--- src/rtl/cmp_pkg.sv ---
// cmp_pkg: shared encodings and default widths for the comparator statistics block
package cmp_pkg;
   localparam int N  = 4;
   localparam int CW = 8;
   localparam logic [1:0] RES_NONE = 2'd0;
   localparam logic [1:0] RES_GT   = 2'd1;
   localparam logic [1:0] RES_EQ   = 2'd2;
   localparam logic [1:0] RES_LT   = 2'd3;
   typedef enum logic {ST_ACCUM, ST_DUMP} st_t;
endpackage

--- src/rtl/sat_counter.sv ---
// sat_counter: saturating counter exposing its next value so a snapshot can include the current update
module sat_counter #(
   parameter int CW = 8
) (
   input  logic          clk,
   input  logic          rst,
   input  logic          clr,
   input  logic          zero,
   input  logic          one,
   input  logic          inc,
   output logic [CW-1:0] q,
   output logic [CW-1:0] nxt
);
   always_comb nxt = zero ? '0 : one ? CW'(1) : (inc && q != '1) ? q + 1'b1 : q;
   always_ff @(posedge clk or posedge rst)
      if (rst) q <= '0;
      else     q <= clr ? '0 : nxt;
endmodule

--- src/rtl/cmp_stream_stats.sv ---
// cmp_stream_stats: re-checks comparator flags and emits per-frame result statistics
module cmp_stream_stats #(
   parameter int N  = 4,
   parameter int CW = 8
) (
   input  logic          clk,
   input  logic          rst,
   input  logic          in_valid,
   output logic          in_ready,
   input  logic [N-1:0]  in_a,
   input  logic [N-1:0]  in_b,
   input  logic          in_y2,
   input  logic          in_y1,
   input  logic          in_y0,
   input  logic          frame_end,
   output logic          out_valid,
   input  logic          out_ready,
   output logic [CW-1:0] gt_cnt,
   output logic [CW-1:0] eq_cnt,
   output logic [CW-1:0] lt_cnt,
   output logic [CW-1:0] err_cnt,
   output logic [CW-1:0] max_run
);
   import cmp_pkg::*;
   st_t st, st_n;
   logic acc, fin, good;
   logic [2:0] ref_f;
   logic [1:0] res, last_res;
   logic [CW-1:0] gt_q, eq_q, lt_q, err_q, run_q, max_acc;
   logic [CW-1:0] gt_n, eq_n, lt_n, err_n, run_n, max_n;
   always_comb begin
      st_n      = st;
      in_ready  = st == ST_ACCUM;
      out_valid = st == ST_DUMP;
      if (st == ST_ACCUM && in_valid && frame_end) st_n = ST_DUMP;
      if (st == ST_DUMP && out_ready) st_n = ST_ACCUM;
   end
   always_comb begin
      acc   = in_valid & in_ready;
      fin   = acc & frame_end;
      ref_f = {in_a > in_b, in_a == in_b, in_a < in_b};
      good  = {in_y2, in_y1, in_y0} == ref_f;
      res   = ref_f[2] ? RES_GT : ref_f[1] ? RES_EQ : RES_LT;
      max_n = run_n > max_acc ? run_n : max_acc;
   end
   sat_counter #(.CW(CW)) u_gt (.clk(clk), .rst(rst), .clr(fin), .zero(1'b0), .one(1'b0),
      .inc(acc & good & (res == RES_GT)), .q(gt_q), .nxt(gt_n));
   sat_counter #(.CW(CW)) u_eq (.clk(clk), .rst(rst), .clr(fin), .zero(1'b0), .one(1'b0),
      .inc(acc & good & (res == RES_EQ)), .q(eq_q), .nxt(eq_n));
   sat_counter #(.CW(CW)) u_lt (.clk(clk), .rst(rst), .clr(fin), .zero(1'b0), .one(1'b0),
      .inc(acc & good & (res == RES_LT)), .q(lt_q), .nxt(lt_n));
   sat_counter #(.CW(CW)) u_err (.clk(clk), .rst(rst), .clr(fin), .zero(1'b0), .one(1'b0),
      .inc(acc & ~good), .q(err_q), .nxt(err_n));
   // Run length: a bad beat breaks the run, a new result restarts it at one
   sat_counter #(.CW(CW)) u_run (.clk(clk), .rst(rst), .clr(fin), .zero(acc & ~good),
      .one(acc & good & (res != last_res)), .inc(acc & good & (res == last_res)),
      .q(run_q), .nxt(run_n));
   always_ff @(posedge clk or posedge rst)
      if (rst) begin
         st       <= ST_ACCUM;
         last_res <= RES_NONE;
         max_acc  <= '0;
         gt_cnt   <= '0;
         eq_cnt   <= '0;
         lt_cnt   <= '0;
         err_cnt  <= '0;
         max_run  <= '0;
      end else begin
         st       <= st_n;
         last_res <= fin ? RES_NONE : acc ? (good ? res : RES_NONE) : last_res;
         max_acc  <= fin ? '0 : max_n;
         if (fin) begin
            gt_cnt  <= gt_n;
            eq_cnt  <= eq_n;
            lt_cnt  <= lt_n;
            err_cnt <= err_n;
            max_run <= max_n;
         end
      end
endmodule

--- config.mk ---
export PLATFORM = sky130hd
export DESIGN_NAME = cmp_stream_stats
export DESIGN_NICKNAME = d
export VERILOG_FILES = /design/src/rtl/cmp_pkg.sv /design/src/rtl/sat_counter.sv /design/src/rtl/cmp_stream_stats.sv
export SDC_FILE = /design/constraint.sdc
export NUM_CORES = 1
export LEC_CHECK = 0
export ABC_CLOCK_PERIOD_IN_PS = 3900
export CORE_ASPECT_RATIO = 0.75
export CORE_MARGIN = 2
export CORE_UTILIZATION = 50
export DETAILED_ROUTE_END_ITERATION = 8
export PLACE_DENSITY = 0.78
export SKIP_CTS_REPAIR_TIMING = 1
export SYNTH_ARGS = -nofsm -noshare
export SYNTH_HDL_FRONTEND = slang
export SYNTH_SLANG_ARGS = --single-unit
--- constraint.sdc ---
create_clock -name clk -period 3.9 [get_ports clk]
set_clock_uncertainty 0.05 [all_clocks]
set_input_delay 0.78 -clock clk [delete_from_list [all_inputs] [get_ports clk]]
set_output_delay 0.78 -clock clk [all_outputs]
set_load 0.03 [all_outputs]
==> results by group <==
Clock network
  • Skew-Pair Late Insertion Delay: roughly 0.35 ns
  • # clock sinks: approximately 90
  • H-tree lvl count: 3
  • Clk root buf: clkbuf_16
  • CTS tree: done
  • CTS buffer count: 9
  • Longest Clk Path Bufs: 2
  • Clk pin slew, worst setup/hold paths: approximately 0.060 ns

Drt
  • Detail Route Antenna Nets: 0
  • Via count: between 3000 and 4000
  • Wirelength per Cell: about 16 um
  • DRT iter0 DRCs: between 100 and 150
  • Routed vias/inst: about 5.4
  • Initial DRT Pass Iterations: 4
  • Drt drc: 0
  • Routed WL: roughly 10 mm

Run status
  • Status: finished, violations left
  • Failing checks: negative setup slack

Worst setup path
  • Critical-path cell list: buf_8, inv_12, ha_4, buf_6, a21oi_4, nor2_4, o31a_1, nor4b_4, a31o_2, a21oi_2, ha_1, nand2_1, nor2_2, o21ai_1, o211ai_1, o21ai_1, a2111oi_4, buf_4, mux2_4, o21ai_2
  • Critical Path AT: between 4 and 5 ns
  • Critical path's top delay family: compound AO/OA/AOI/OAI gates
  • Crit-path max FO: 4
  • Critical path's slowest cell: a2111oi_4
  • Critical Path Max Stage Delay: roughly 0.4 ns
  • Critical path startpoint category: primary input
  • Crit path top cell by count: o21ai_1
  • CP Buf/Inv Count: 4
  • CP Class: in2reg
  • CP required: between 4 and 5 ns
  • Reg2reg setup slack: approximately 0.16 ns
  • Crit end category: register

Logic synthesis
  • Seq/Total Area, Yosys: 0.5138
  • Synth Flop Type: dfrtp_1
  • Synth warnings: 0
  • Post-Syn Nets: 486
  • Synth area leaders: dfrtp_1 (51%), nand2_1 (5.7%), ha_1 (4.5%), nor2_1 (4.5%), o21ai_0 (4.3%)
  • Top-count cell post-synth: dfrtp_1
  • Top-area cell type share of the netlist area: 0.5138
  • Yosys top cell by area: dfrtp_1
  • Distinct cells, synth: between 40 and 50
  • EDFF count, synth: 0
  • Syn_area_per_cell: 9.762 um2
  • Mapped Area: 4432 um2
  • Asr flop ratio synth: 1.000
  • Yosys reg bits: a little over 90
  • Syn Inst Count: about 450
  • Commonest cells in the netlist: dfrtp_1 (91), nand2_1 (67), nor2_1 (53)

Floorplanning
  • Chip width: 112.7 um
  • Chip Height: around 86 um
  • Core Footprint: 8527 um2
  • I/O pins: slightly below 60
  • Initial Utilization: 0.5197
  • Die area: just under 10000 um2
  • Site row count: 29

STA
  • Min Clock Period, post-route: 4.194 ns
  • Fin crit share: 1.075
  • # setup viols final: 14
  • Slew @ Worst Pin: 0.7160 ns
  • Fmax achieved: about 240 MHz
  • Max_slew headroom: 0.5221
  • Unrepaired setup endpoints after global routing: true
  • Fin. Hold Viols: 0
  • Worst setup margin: -0.2944 ns
  • Slew Limit Fails: 0

Placed design
  • HPWL Detailed: just over 7 mm
  • Input/output buffers: 57
  • Post-placement cell count: ~640
  • RD Place Congestion: between 0.9 and 1

Power and ir drop
  • Lkg Pwr: ~2.6 nW
  • Maximum VDD drop: approximately 330 uV
  • Power Density: just over 400 nW/um2

GRT
  • Gr usage total: 0.2251
  • Initial antenna violation count: 0
  • Vias in the first global route: around 3500
  • Global-route wire length before repair: 16.97 mm
  • Largest net degree at the start of global routing: 44
  • GRT overflow: 0

Layout
  • # diodes: 0
  • Share of layout cells above drive strength 1: 0.2022
  • Final net count: 581
  • Final Core Density: 0.6989
  • Synth-to-layout area growth: 34.47%
  • Non-filler cells in the finished layout: 662

Min path
  • Min-Delay Path Class: reg2reg

Flow run
  • # Max-Cap Violations: 0
## per-layer routing
layer | vias to the layer above | track usage | share of wire
li1 | 1751 | - | -
met1 | 1715 | 0.3232 | 0.47
met2 | 98 | 0.3386 | 0.46
met3 | 11 | 0.05866 | 0.056
met4 | 0 | 0.07095 | 0.012
met5 | - | 0 | 0
## layout by cell type, fill, tap and decap left out, types with 4 or more instances in the layout
master,instances
a31oi_1,4
and2_1,9
inv_1,15
nand3_1,9
nand2_1,66
o21ai_0,34
nor3_1,5
o21ai_1,13
mux2i_4,6
xor2_1,18
a31o_2,4
and3_1,11
xnor2_1,10
mux2i_1,6
a21oi_1,6
ha_1,13
buf_6,6
clkdlybuf4s50_1,49
clkbuf_16,9
buf_4,42
dfrtp_1,91
nand4_1,13
nor2_1,51
## through the flow
stage | total power, mW | worst slack [ns] | area [um2] | TNS [ns] | hold slack [ns]
after floorplan | 1.325 | -0.3324 | 4542 | -3.926 | 0.4563
after global placement | 1.489 | -1.110 | 5492 | -16.59 | 0.4105
after detailed placement | 1.505 | -1.208 | 5492 | -18.08 | 0.4192
after CTS | 2.384 | -0.8444 | 5796 | -12.53 | 0.4334
after global routing | 2.518 | -0.4888 | 5959 | -6.624 | 0.4636
final | 2.421 | -0.2944 | 5959 | -3.902 | 0.4329
## flip-flops by register name (all words and copies together), names as in the netlist
signal / count
eq_cnt: 8
err_cnt: 8
gt_cnt: 8
lt_cnt: 8
max_acc: 8
max_run: 8
u_eq.q: 8
u_err.q: 8
u_gt.q: 8
u_lt.q: 8
u_run.q: 8
last_res: 2
out_valid: 1
## logic make-up after synthesis
logic type,count (synthesis),share of synthesized area
buf+inv,37,0.03303
simple gates,184,0.1951
fa+ha+maj,16,0.04517
flops,91,0.5138
mux,13,0.03049
compound gates,85,0.1270
xor+xnor,28,0.05533
## area by class of cell
cell class,instances,area [um2]
inverters,19,87.58
clock inverters,5,61.31
fillers,640,2567
multi-input cells,326,2232
clock buffers,11,242.7
repair buffers,102,923.4
well taps,108,135.1
flip-flops and latches,91,2277
## final timing paths
kind                       startpoint         end  cells past startpoint
max                           in_b[3]  max_run[0]                     20
min                        err_cnt[0]  err_cnt[0]                      2
max reg2reg                u_run.q[1]  max_run[0]                     17
min reg2reg                err_cnt[0]  err_cnt[0]                      2
max in group asynchronous         rst  max_acc[1]                      3
min in group asynchronous         rst   gt_cnt[7]                      2
## power by group
part	switching, mW	leakage, nW	internal (mW)	total (mW)
clock	0.361	0.138	0.516	0.877
sequential	0.0401	1.26	0.995	1.04
combinational	0.275	1.24	0.233	0.508
## tightest hold or removal path: cells and delay by family (launching register included)
family	cells	cell delay [ns]
DFF	1	0.34
and+or+nand+nor	1	0.05
AOI/OAI and AO/OA	1	0.06
Note: power is estimated with default switching activity, not from simulation.
